`src/rtl/inst_mem_loader_pkg.sv`:
```
// -----------------------------------------------------------------------------
// loader_pkg
// Shared definitions for the boot-time instruction-memory loader:
//   - state encoding localparams and the FSM state type
//   - word byte width, header byte count, derived widths
//   - next_addr(): word-address step, wraps modulo 2^32
// -----------------------------------------------------------------------------
package loader_pkg;

  localparam logic [2:0] ST_IDLE   = 3'd0;
  localparam logic [2:0] ST_HDR_HI = 3'd1;
  localparam logic [2:0] ST_HDR_LO = 3'd2;
  localparam logic [2:0] ST_DATA   = 3'd3;
  localparam logic [2:0] ST_WRITE  = 3'd4;
  localparam logic [2:0] ST_CHK    = 3'd5;
  localparam logic [2:0] ST_DONE   = 3'd6;
  localparam logic [2:0] ST_ERR    = 3'd7;

  typedef enum logic [2:0] {
    IDLE   = ST_IDLE,
    HDR_HI = ST_HDR_HI,
    HDR_LO = ST_HDR_LO,
    DATA   = ST_DATA,
    WRITE  = ST_WRITE,
    CHK    = ST_CHK,
    DONE   = ST_DONE,
    ERR    = ST_ERR
  } state_t;

  localparam int WORD_BYTES = 4;
  localparam int HDR_BYTES  = 2;
  localparam int WORD_W     = WORD_BYTES * 8;
  localparam int IDX_W      = $clog2(WORD_BYTES);

  // Byte address of the next word; natural 32-bit overflow gives the wrap.
  function automatic logic [31:0] next_addr(input logic [31:0] addr);
    return addr + 32'(WORD_BYTES);
  endfunction

endpackage

```
`src/rtl/inst_mem_loader_byte_word_packer.sv`:
```
// -----------------------------------------------------------------------------
// byte_word_packer
// Packs accepted stream bytes into a big-endian word: the first byte of a word
// ends up in the most significant byte.
// Ports:
//   i_CLK         clock
//   reset         synchronous, active-low reset
//   clr_i         discard partial word (header completion)
//   byte_en_i     a data byte transfers this cycle
//   byte_i        the data byte
//   word_o        shift register contents (complete word after word_ready_o)
//   last_byte_o   the next accepted byte completes the word
//   word_ready_o  one-cycle pulse in the cycle after a word's last byte
// -----------------------------------------------------------------------------
module byte_word_packer
  import loader_pkg::*;
(
  input  logic              i_CLK,
  input  logic              reset,
  input  logic              clr_i,
  input  logic              byte_en_i,
  input  logic [7:0]        byte_i,
  output logic [WORD_W-1:0] word_o,
  output logic              last_byte_o,
  output logic              word_ready_o
);

  logic [WORD_W-1:0] shift_q, shift_d;
  logic [IDX_W-1:0]  idx_q, idx_d;
  logic              rdy_q, rdy_d;

  always_comb begin
    shift_d = shift_q;
    idx_d   = idx_q;
    rdy_d   = 1'b0;
    if (clr_i) begin
      shift_d = '0;
      idx_d   = '0;
    end else if (byte_en_i) begin
      shift_d = {shift_q[WORD_W-9:0], byte_i};
      idx_d   = idx_q + 1'b1;
      rdy_d   = (idx_q == IDX_W'(WORD_BYTES - 1));
    end
  end

  always_ff @(posedge i_CLK) begin
    if (!reset) begin
      shift_q <= '0;
      idx_q   <= '0;
      rdy_q   <= 1'b0;
    end else begin
      shift_q <= shift_d;
      idx_q   <= idx_d;
      rdy_q   <= rdy_d;
    end
  end

  assign word_o       = shift_q;
  assign last_byte_o  = (idx_q == IDX_W'(WORD_BYTES - 1));
  assign word_ready_o = rdy_q;

endmodule

```
`src/rtl/inst_mem_loader.sv`:
```
// -----------------------------------------------------------------------------
// inst_mem_loader
// Boot-time instruction-memory writer. Receives a byte stream (16-bit word
// count N, high byte first, then N big-endian 32-bit words), writes each word
// to the processor's instruction-load port, and keeps the processor in reset
// until the whole program has been written.
// Optional feature: define LOADER_CHECKSUM_EN to require one trailing byte
// equal to the XOR of all data bytes before releasing the processor.
// Parameters:
//   BASE_ADDR     byte address of the first word
//   MAX_WORDS     largest legal word count
// Ports:
//   i_CLK         clock
//   reset         synchronous, active-low reset
//   i_byte        stream byte
//   i_byte_valid  i_byte is valid
//   o_byte_ready  loader accepts a byte this cycle
//   o_InstLd      instruction write strobe, one cycle per word
//   o_InstAddr    write byte address
//   o_InstExt     write data
//   o_CpuRst      active-high processor reset
//   o_done        load complete (sticky)
//   o_err         load aborted (sticky)
// -----------------------------------------------------------------------------
module inst_mem_loader
  import loader_pkg::*;
#(
  parameter logic [31:0] BASE_ADDR = 32'h0000_0000,
  parameter int          MAX_WORDS = 1024
) (
  input  logic        i_CLK,
  input  logic        reset,
  input  logic [7:0]  i_byte,
  input  logic        i_byte_valid,
  output logic        o_byte_ready,
  output logic        o_InstLd,
  output logic [31:0] o_InstAddr,
  output logic [31:0] o_InstExt,
  output logic        o_CpuRst,
  output logic        o_done,
  output logic        o_err
);

  state_t      state_q, state_d;
  logic [15:0] n_q, n_d;
  logic [15:0] cnt_q, cnt_d;
  logic [31:0] addr_q, addr_d;
  logic [7:0]  n_hi_q, n_hi_d;
`ifdef LOADER_CHECKSUM_EN
  logic [7:0]  csum_q, csum_d;
`endif

  logic        xfer;
  logic [15:0] hdr_n;
  logic        hdr_done;
  logic        data_en;
  logic        pk_last;
  logic        pk_word_ready;
  logic [31:0] pk_word;

  assign xfer     = i_byte_valid && o_byte_ready;
  assign hdr_n    = {n_hi_q, i_byte};
  assign hdr_done = (state_q == HDR_LO) && xfer;
  assign data_en  = (state_q == DATA) && xfer;

  byte_word_packer u_packer (
    .i_CLK        (i_CLK),
    .reset        (reset),
    .clr_i        (hdr_done),
    .byte_en_i    (data_en),
    .byte_i       (i_byte),
    .word_o       (pk_word),
    .last_byte_o  (pk_last),
    .word_ready_o (pk_word_ready)
  );

  always_comb begin
    state_d = state_q;
    n_d     = n_q;
    cnt_d   = cnt_q;
    addr_d  = addr_q;
    n_hi_d  = n_hi_q;
`ifdef LOADER_CHECKSUM_EN
    csum_d  = csum_q;
`endif
    case (state_q)
      IDLE: state_d = HDR_HI;
      HDR_HI: begin
        if (xfer) begin
          n_hi_d  = i_byte;
          state_d = HDR_LO;
        end
      end
      HDR_LO: begin
        if (xfer) begin
          n_d   = hdr_n;
          cnt_d = '0;
`ifdef LOADER_CHECKSUM_EN
          csum_d = '0;
`endif
          if (hdr_n == 16'd0) begin
`ifdef LOADER_CHECKSUM_EN
            state_d = CHK;
`else
            state_d = DONE;
`endif
          end else if ({16'd0, hdr_n} > 32'(MAX_WORDS)) begin
            state_d = ERR;
          end else begin
            state_d = DATA;
          end
        end
      end
      DATA: begin
        if (xfer) begin
`ifdef LOADER_CHECKSUM_EN
          csum_d = csum_q ^ i_byte;
`endif
          if (pk_last) state_d = WRITE;
        end
      end
      WRITE: begin
        // The packer's pulse coincides with this state; it gates the
        // bookkeeping so counter and address only move on a real word.
        if (pk_word_ready) begin
          cnt_d  = cnt_q + 16'd1;
          addr_d = next_addr(addr_q);
        end
        if (cnt_q + 16'd1 == n_q) begin
`ifdef LOADER_CHECKSUM_EN
          state_d = CHK;
`else
          state_d = DONE;
`endif
        end else begin
          state_d = DATA;
        end
      end
`ifdef LOADER_CHECKSUM_EN
      CHK: begin
        if (xfer) state_d = (i_byte == csum_q) ? DONE : ERR;
      end
`endif
      default: state_d = state_q;
    endcase
  end

  always_ff @(posedge i_CLK) begin
    if (!reset) begin
      state_q <= IDLE;
      n_q     <= '0;
      cnt_q   <= '0;
      addr_q  <= BASE_ADDR;
    end else begin
      state_q <= state_d;
      n_q     <= n_d;
      cnt_q   <= cnt_d;
      addr_q  <= addr_d;
    end
  end

  // Header high byte and running checksum are always rewritten before use.
  always_ff @(posedge i_CLK) begin
    n_hi_q <= n_hi_d;
`ifdef LOADER_CHECKSUM_EN
    csum_q <= csum_d;
`endif
  end

  // All handshake/status outputs decode the state register only.
  always_comb begin
    o_byte_ready = 1'b0;
    o_InstLd     = 1'b0;
    o_CpuRst     = 1'b1;
    o_done       = 1'b0;
    o_err        = 1'b0;
    case (state_q)
      HDR_HI, HDR_LO, DATA, CHK: o_byte_ready = 1'b1;
      WRITE:                     o_InstLd     = 1'b1;
      DONE: begin
        o_done   = 1'b1;
        o_CpuRst = 1'b0;
      end
      ERR:                       o_err        = 1'b1;
      default:                   o_byte_ready = 1'b0;
    endcase
  end

  assign o_InstAddr = addr_q;
  assign o_InstExt  = pk_word;

endmodule

```
`config.mk`:
```
export PLATFORM = sky130hd
export DESIGN_NAME = inst_mem_loader
export DESIGN_NICKNAME = d
export VERILOG_FILES = /design/src/rtl/inst_mem_loader_pkg.sv /design/src/rtl/inst_mem_loader_byte_word_packer.sv /design/src/rtl/inst_mem_loader.sv
export SDC_FILE = /design/constraint.sdc
export NUM_CORES = 1
export LEC_CHECK = 0
export ABC_AREA = 1
export CAP_MARGIN = 15
export CORE_UTILIZATION = 59
export DETAILED_ROUTE_END_ITERATION = 8
export PLACE_DENSITY = 0.86
export SLEW_MARGIN = 30
export SYNTH_ARGS = -nofsm -noshare
export SYNTH_HDL_FRONTEND = slang
export SYNTH_HIERARCHICAL = 1
export SYNTH_SLANG_ARGS = --single-unit
```
`constraint.sdc`:
```
create_clock -name i_CLK -period 2.85 [get_ports i_CLK]
set_input_delay 0.4275 -clock i_CLK [delete_from_list [all_inputs] [get_ports i_CLK]]
set_output_delay 0.4275 -clock i_CLK [all_outputs]
set_load 0.05 [all_outputs]
```
After elaboration in Yosys (flattened, before gate mapping)
Cells that the tools add are included.
{ "totals": {"regBits": 110, "latch_bits": 0, "ramBits": 0, "romBits": 0, "inputBits": 11, "output_inout_bits": 69, "word_cells": 59, "memories": 0} }
{ "op_classes": {"addsub": 3, "multipliers": 0, "n_div": 0, "n_lt_le_gt_ge": 1, "eq_ne": 14, "n_shift": 0, "n_mux": 16, "bitwise": 2, "reduce_logical": 15} }
{ "ops": {"columns": ["operator", "n"], "rows": [
  ["$add 32x3->32 const B", 1],
  ["$mux 16", 2],
  ["$pmux 16 s2", 1],
  ["$mux 3", 7],
  ["$add 16x1->16 const B", 1],
  ["$eq 16x16->1", 1],
  ["$gt 16x11->1 const B", 1],
  ["$logic_not 16->1", 1],
  ["$pmux 3 s5", 1],
  ["$eq 3x3->1 const B", 4],
  ["$ne 2x2->1 const B", 4],
  ["$eq 3x2->1 const B", 2],
  ["$reduce_and 2->1", 3],
  ["$mux 1", 5],
  ["$reduce_and 5->1", 1],
  ["$reduce_bool 5->1", 1],
  ["$reduce_or 4->1", 1],
  ["$eq 3x1->1 const B", 1],
  ["$logic_and 1x1->1", 3],
  ["$logic_not 3->1", 1],
  ["$reduce_and 3->1", 1],
  ["$reduce_or 3->1", 1],
  ["$add 2x1->2 const B", 1],
  ["$eq 2x2->1 const B", 1],
  ["other kinds (4)", 5]
]} }

Longest topological paths before layout
Gate-level depths: netlist (run 1).
{ "logic_depth": {"word_depth": 7, "depth_mapped": 16, "mapped_depth_nobuf": 16} }

Hierarchy
Netlist (run 1), hierarchy kept.
{ "modules_own_cells": {"columns": ["mod", "instances", "cells_each", "area_per_inst_um2", "seq_area_each_um2"], "rows": [
  ["inst_mem_loader", 1, 575, 3982.6, 1541.5],
  ["byte_word_packer", 1, 155, 1488.9, 700.7]
]} }

Worst setup path before layout (run 1)
Ideal clock, no wire load.
{ "synth_timing": {"kind": "register to output", "from": "register state_q[1]", "to": "output port o_CpuRst", "arrival_time_ps": 1650, "required_ps": 2423, "path_slack_ps": 772, "stages_incl_launch_ff": 4, "n_path_buf": 0, "cell_sequence": "dfxtp_1 > nand2_1 > nor2_1 > inv_1"} }
{ "synth_via": {"elab_chain_len": 2} }
{ "synth_rtl": {"columns": ["element", "line_no", "text"], "rows": [
  ["from (decl)", "inst_mem_loader.sv:44", "state_t state_q, state_d;"],
  ["from (signal assigned)", "inst_mem_loader.sv:155", "state_q <= state_d;"],
  ["$eq 3x3->1", "inst_mem_loader.sv:177", "case (state_q)"],
  ["$mux 1", "inst_mem_loader.sv:177", null],
  ["to (decl)", "inst_mem_loader.sv:39", "output logic o_CpuRst,"]
]} }
Every way passes these cells.

Worst setup path after layout (run 1)
{ "layout_timing": {"from": "register state_q[1]", "to": "register n_q[3]"} }
{ "layout_via": {"elab_chain_len": 5, "word_cells_on_any_way": 8, "classes_between": "eq/ne: 4; mux: 1; reduce/logical: 3"} }
{ "layout_rtl": {"columns": ["element", "line_no", "text"], "rows": [
  ["$eq 3x2->1 (tied with other cells)", "inst_mem_loader.sv:86, inst_mem_loader.sv:177", null],
  ["$reduce_or 4->1", "inst_mem_loader.sv:177", null],
  ["$mux 1", "inst_mem_loader.sv:177", null],
  ["$logic_and 1x1->1", "inst_mem_loader.sv:61", "assign xfer = i_byte_valid && o_byte_ready;"],
  ["$reduce_and 2->1 (no line) *", null, null],
  ["to (signal assigned)", "inst_mem_loader.sv:156", "n_q <= n_d;"],
  ["to (decl)", "inst_mem_loader.sv:45", "logic [15:0] n_q, n_d;"]
]} }
Mark *: on every way between the ends. The rest lies on a longest branch, timed or not.
A chain may end at the register's enable or synchronous reset.

==> impl_results.md, run 1 <==
* Outcome: complete, but fails checks
* Failing checks: DRC
* Total track usage at 28.1%
* F_max at 402 MHz
* P&R area growth vs syn at 17.9%
* Reg2reg path depth at 9
* Antenna violations before repair at 0
* Post-CTS Resized at 0
* Cell family with most CP delay: simple AND/OR/NAND/NOR gates
* Vias at 5109
* Setup TNS at 0 ns
* Most common cell after layout, fill and taps aside: nand2_1
* N_diodes at 0
* Max Slew Vio Count at 0
* Total CTS buffers at 9
* Root Driver: clkbuf_8
* Worst vdd ir at 0.329 mV
* Worst skew pair latency at 0.39 ns
* Critical Path RT at 3.10 ns
* First-pass GRT wire length at 22100 um
* Hold_buf cts at 0
* Critical Path Slowest Stage Cell: dfxtp_1
* Startpoint Class: flip-flop
* Htree depth at 3
* DP Cell Count at 899
* Fin util at 72.9%
* CP peak stage delay at 0.50 ns
* Crit Reg-Reg Startpoint: state_q[1]
* Synth cell types at 42
* Standard-cell rows at 34
* Fill cells at 648
* Commonest cells after routing, fill and taps aside: nand2_1, dfxtp_1, clkdlybuf4s50_1, inv_1
* Post-layout nets at 816
* Core Box Area at 8850 sq um
* Gpl congestion at 0.935
* CTS tree: yes
* Syn_area_per_cell at 7.50 sq um
* I/O pin count at 80
* Largest net degree at the start of global routing at 36
* Worst EP arrival at 2.74 ns
* RSZ-0062 raised after global routing: no
* Starting DRC count in detailed routing at 318
* Hold Vio Cnt, Final at 0
* Clk sinks at 108
* Worst clock skew at 0.0125 ns
* Wl on met1 at 5430 um
* Starting Density at 61.8%
* Slew at the pin with the worst max-slew slack at 0.590 ns
* Synth warnings at 6
* First drt pass iteration count at 7
* R2R setup slack at 0.36 ns
* Critical path fanouts, max at 24
* Total Power at 3.31 mW
* Flops & latches, synth at 108
* Top sig layer: met4
* Leakage at 2.25 nW
* HP Start: u_packer/word_o[30]
* Worst path bufs/invs at 4
* Hold EP: u_packer/word_o[30]
* Dpl cell area at 6230 sq um
* Ratio of cells with drive above 1 in the final layout at 15.0%
* WS Path Type: reg -> reg
* Post-DRT Antenna Nets at 0
* Period utilisation layout at 87.2%
* WL met3 at 947 um
* WL per Instance at 14.4 um
* Remaining design rule violation count at 3
* Pwr Density at 513 nW/um^2
* Worst setup path startpoint: state_q[1]
* CTS max path bufs at 2
* Port bufs at 77
* Clock transition at path regs at 0.12 ns
* WL final at 13200 um
* Post-CTS Setup Inserts at 0
* Worst min-delay path class: reg -> reg
* Met2 WL at 6520 um
* Die W at 98.3 um
* Worst Setup End Kind: flip-flop
* Final setup fails at 0
* Netlist Area Pre-Place at 5470 sq um
* Congestion Overflow GR at 0
* Die area at 9660 sq um
* Worst path cell trace: inv_2 -> nor2_1 -> inv_1 -> nor2_1 -> inv_1 -> nor2_1 -> inv_1 -> o21ai_0 -> a21oi_1
* Post-route insts no fill at 915
* Post-Synthesis Cells at 730
* Sequential area share after synthesis at 41.0%
* Dpl hpwl at 9540 um
* Die Height at 98.3 um
* Vias in the first global route at 4884
* Design area at 6450 sq um
* Relative slew slack at 60.3%
* Final min period at 2.49 ns
* Max-cap viol count at 0
* Worst R2R End: n_q[3]
* Hold path cells at 2
* Routed vias/inst at 5.58
-- power breakdown --
group | total [mW] | internal, mW | switching, mW
sequential | 1.69 | 1.61 | 0.0760
combinational | 0.623 | 0.194 | 0.429
clock | 0.999 | 0.366 | 0.632
-- sequential cells by signal (all words and copies together), names as in the netlist --
signal / cells
n_hi_q: 8
cnt_q: 16
state_q: 3
n_q: 16
o_InstAddr: 30
u_packer/idx_q: 2
u_packer/word_o: 32
u_packer/word_ready_o: 1
-- layer usage --
layer | up-vias | GRT usage (%)
met5 | - | 0
li1 | 2531 | -
met4 | 0 | 13.2
met1 | 2341 | 33.3
met3 | 36 | 6.51
met2 | 201 | 48.3
-- cell usage after synthesis, drive strengths merged --
cell type | number | area, sq um
buf | 18 | 179
clkbuf | 6 | 22.5
nand3b | 5 | 37.5
xnor3 | 1 | 22.5
xnor2 | 3 | 26.3
nand2 | 212 | 903
edfxtp | 8 | 240
nor4 | 8 | 62.6
o21a | 3 | 22.5
and3 | 1 | 6.26
a31oi | 2 | 12.5
o21ai | 37 | 185
dfxtp | 100 | 2000
nand3 | 44 | 225
xor2 | 8 | 70.1
ha | 3 | 37.5
nor3 | 20 | 128
nor2 | 66 | 307
or2 | 1 | 6.26
nand4 | 18 | 119
inv | 75 | 289
clkinv | 2 | 7.51
a21oi | 87 | 548
conb | 1 | 3.75
dlygate4sd1 | 1 | 8.76
-- worst reg2reg max path: stages (launching register included) --
cell and delay (ns):
dfxtp_1 0.50, inv_2 0.10, nor2_1 0.12, inv_1 0.08
nor2_1 0.21, inv_1 0.07, nor2_1 0.45, inv_1 0.45
o21ai_0 0.31, a21oi_1 0.08
-- metrics by stage --
| step | setup WS [ns] | hold WS (ns) |
|---|---|---|
| 3_3_place_gp | 0.605 | 0.455 |
| 2_1_floorplan | 0.772 | 0.441 |
| 3_5_place_dp | 0.387 | 0.458 |
| 5_1_grt | 0.0471 | 0.498 |
| 6_report | 0.364 | 0.473 |
| 4_1_cts | 0.345 | 0.477 |
-- final cells by class --
cell class	count	area (sq um)	area share (%)
sequential	108	2240	34.8
multi-input combinational	521	2730	42.3
clock inverter	7	91.3	1.42
tap	108	135	2.10
inverter	77	297	4.60
clock buffer	9	124	1.92
timing repair buffer	85	831	12.9
-- worst max-delay path by stage --
stage,end,depth (start not counted)
finish,n_q[3],9
global route,n_q[3],9
CTS,o_done,3
detailed placement,n_q[3],6
global placement,u_packer/idx_q[0],7
floorplan,o_CpuRst,3
-- cell families (layout without fill, tap and decap cells) --
group | Yosys count | count (layout) | synth area share, %
simple gates | 375 | 375 | 32.8
compound gates | 129 | 129 | 14.0
xor+xnor | 12 | 12 | 2.17
buf+inv | 102 | 178 | 9.26
fa+ha+maj | 3 | 3 | 0.686
flops | 108 | 108 | 41.0
other cells | 1 | 2 | 0.0685
No activity file was read; power rests on OpenSTA's default activity.
==> run 2: changes to the inputs <==
- CTS_CLUSTER_SIZE: unset -> 25
- PLACE_DENSITY: 0.86 -> 0.94
==> impl_results.md, run 2 (synthesis gave the netlist of run 1 again) <==
* Sequential power share at 50.9% (about the same)
* I/O pin count at 80 (unchanged)
* Die Height at 98.3 um (unchanged)
* Antenna violations before repair at 0 (unchanged)
* CTS max path bufs at 2 (unchanged)
* Clock Power Share at 30.0% (-0.2 points)
* WS Path Type: reg -> reg
* Busiest grt layer: met2
* Max Slew Vio Count at 0 (unchanged)
* Grt met2 use at 51.0% (+2.7 points)
* Relative slew slack at 59.9% (-0.44 points)
* Largest net degree at the start of global routing at 36 (unchanged)
* Worst skew pair latency at 0.39 ns (about the same)
* Gpl congestion at 0.886 (-5.2%)
* Root Driver: clkbuf_8
* Die W at 98.3 um (unchanged)
* Die area at 9660 sq um (unchanged)
* Design area at 6450 sq um (about the same)
* Post-CTS Resized at 0 (unchanged)
* Worst path bufs/invs at 4 (unchanged)
* Switch Pwr at 1.14 mW (about the same)
* Post-CTS Setup Inserts at 0 (unchanged)
* Failing checks: DRC
* F_max at 399 MHz (-0.76%)
* Clock transition at path regs at 0.12 ns (about the same)
* CTS tree: yes
* Setup TNS at 0 ns (unchanged)
* Commonest cells after routing, fill and taps aside: nand2_1, dfxtp_1, clkdlybuf4s50_1, inv_1
* WL per Instance at 15.0 um (+3.8%)
* Most common cell after layout, fill and taps aside: nand2_1
* Post-layout nets at 816 (unchanged)
* Final worst setup slack at 0.345 ns (-0.0191 ns)
* Port bufs at 77 (unchanged)
* Final min period at 2.50 ns (+0.0191 ns)
* Vias in the first global route at 4885 (+0.020%)
* Period utilisation layout at 87.9% (+0.67 points)
* First-pass GRT wire length at 22600 um (+2.5%)
* Hold_buf cts at 0 (unchanged)
* Congestion Overflow GR at 0 (unchanged)
* RSZ-0062 raised after global routing: no
* Pint at 2.17 mW (-0.15%)
* P&R area growth vs syn at 17.9% (about the same)
* Startpoint Class: flip-flop
* Critical path fanouts, max at 24 (unchanged)
* Final setup fails at 0 (unchanged)
* Leakage at 2.24 nW (about the same)
* Routed vias/inst at 5.72 (+2.5%)
* Starting Density at 61.8% (unchanged)
* First drt pass iteration count at 9 (+2)
* DP Worst Slack at 0.497 ns (+0.109 ns)
* WHS at 0.480 ns (+0.00788 ns)
* M1 GR Usage at 33.8% (+0.50 points)
* Dpl cell area at 6230 sq um (unchanged)
* Critical Path RT at 3.11 ns (about the same)
* WL final at 13700 um (+3.8%)
* Clk sinks at 108 (unchanged)
* Total Power at 3.31 mW (-0.12%)
* Cell family with most CP delay: simple AND/OR/NAND/NOR gates
* Total CTS buffers at 9 (unchanged)
* Pwr Density at 512 nW/um^2 (-0.16%)
* Worst path cell trace: inv_2 -> nor2_1 -> inv_1 -> nor2_1 -> inv_1 -> nor2_1 -> inv_1 -> o21ai_0 -> a21oi_1
* Worst Setup End Kind: flip-flop
* Worst min-delay path class: reg -> reg
* CP peak stage delay at 0.47 ns (-0.03 ns)
* GR Util met3 at 7.30% (+0.79 points)
* Vias at 5238 (+2.5%)
* Remaining design rule violation count at 3 (unchanged)
* Fin util at 72.9% (about the same)
* Hold Vio Cnt, Final at 0 (unchanged)
* Post-route insts no fill at 915 (unchanged)
* Total track usage at 28.9% (+0.79 points)
* Dpl hpwl at 9790 um (+2.6%)
* N_diodes at 0 (unchanged)
* Worst vdd ir at 0.382 mV (+16%)
* Max-cap viol count at 0 (unchanged)
* Critical Path Slowest Stage Cell: dfxtp_1
* Htree depth at 3 (unchanged)
* DP Cell Count at 899 (unchanged)
* Post-DRT Antenna Nets at 0 (unchanged)
* Switching Fraction at 34.4% (about the same)
* Core Box Area at 8850 sq um (unchanged)
* Slew at the pin with the worst max-slew slack at 0.602 ns (+0.0114 ns)
* Starting DRC count in detailed routing at 464 (+46%)
* Worst clock skew at 0.0178 ns (+0.00528 ns)
* Comb power frac at 19.1% (+0.3 points)
* Worst EP arrival at 2.76 ns (+0.02 ns)
* Outcome: complete, but fails checks
* Ratio of cells with drive above 1 in the final layout at 15.0% (unchanged)
* Max FFs per register at 32 (unchanged)
* Standard-cell rows at 34 (unchanged)
-- run 2: path summary, 6_finish.rpt --
kind | start | endpoint | slack [ns] | cells after the start
hold / removal | u_packer/word_o[29] | u_packer/word_o[29] | 0.48 | 2
hold reg to reg | u_packer/word_o[29] | u_packer/word_o[29] | 0.48 | 2
setup / recovery | state_q[1] | n_q[8] | 0.35 | 9
setup reg to reg | state_q[1] | n_q[8] | 0.35 | 9
-- run 2: layout make-up --
class,instances,area (sq um)
Timing Repair Buffer,85,831
Tap cell,108,135
Inverter,77,297
Clock buffer,9,124
Fill cell,656,2400
Sequential cell,108,2240
Clock inverter,7,93.8
Multi-Input combinational cell,521,2730
-- run 2: worst reg2reg max path, cell delays in order (launching register included) --
cell and delay [ns]:
dfxtp_1 0.47, inv_2 0.09, nor2_1 0.13, inv_1 0.08, nor2_1 0.23, inv_1 0.08, nor2_1 0.43, inv_1 0.45
o21ai_0 0.35, a21oi_1 0.08
-- run 2: metal layers --
layer / vias up / routed length (um)
li1: 2523 / -
met1: 2430 / 5430
met2: 250 / 6920
met3: 35 / 1060
met4: 0 / 291
met5: - / 0
-- run 2: power by group through the flow --
| stage | logic (mW) | registers [mW] | clock network [mW] |
|---|---|---|---|
| finish | 0.631 | 1.68 | 0.990 |
| global route | 0.685 | 1.69 | 1.05 |
| CTS | 0.621 | 1.68 | 0.997 |
| detailed placement | 0.612 | 1.71 | 0 |
| global placement | 0.591 | 1.71 | 0 |
| floorplan | 0.470 | 1.72 | 0 |
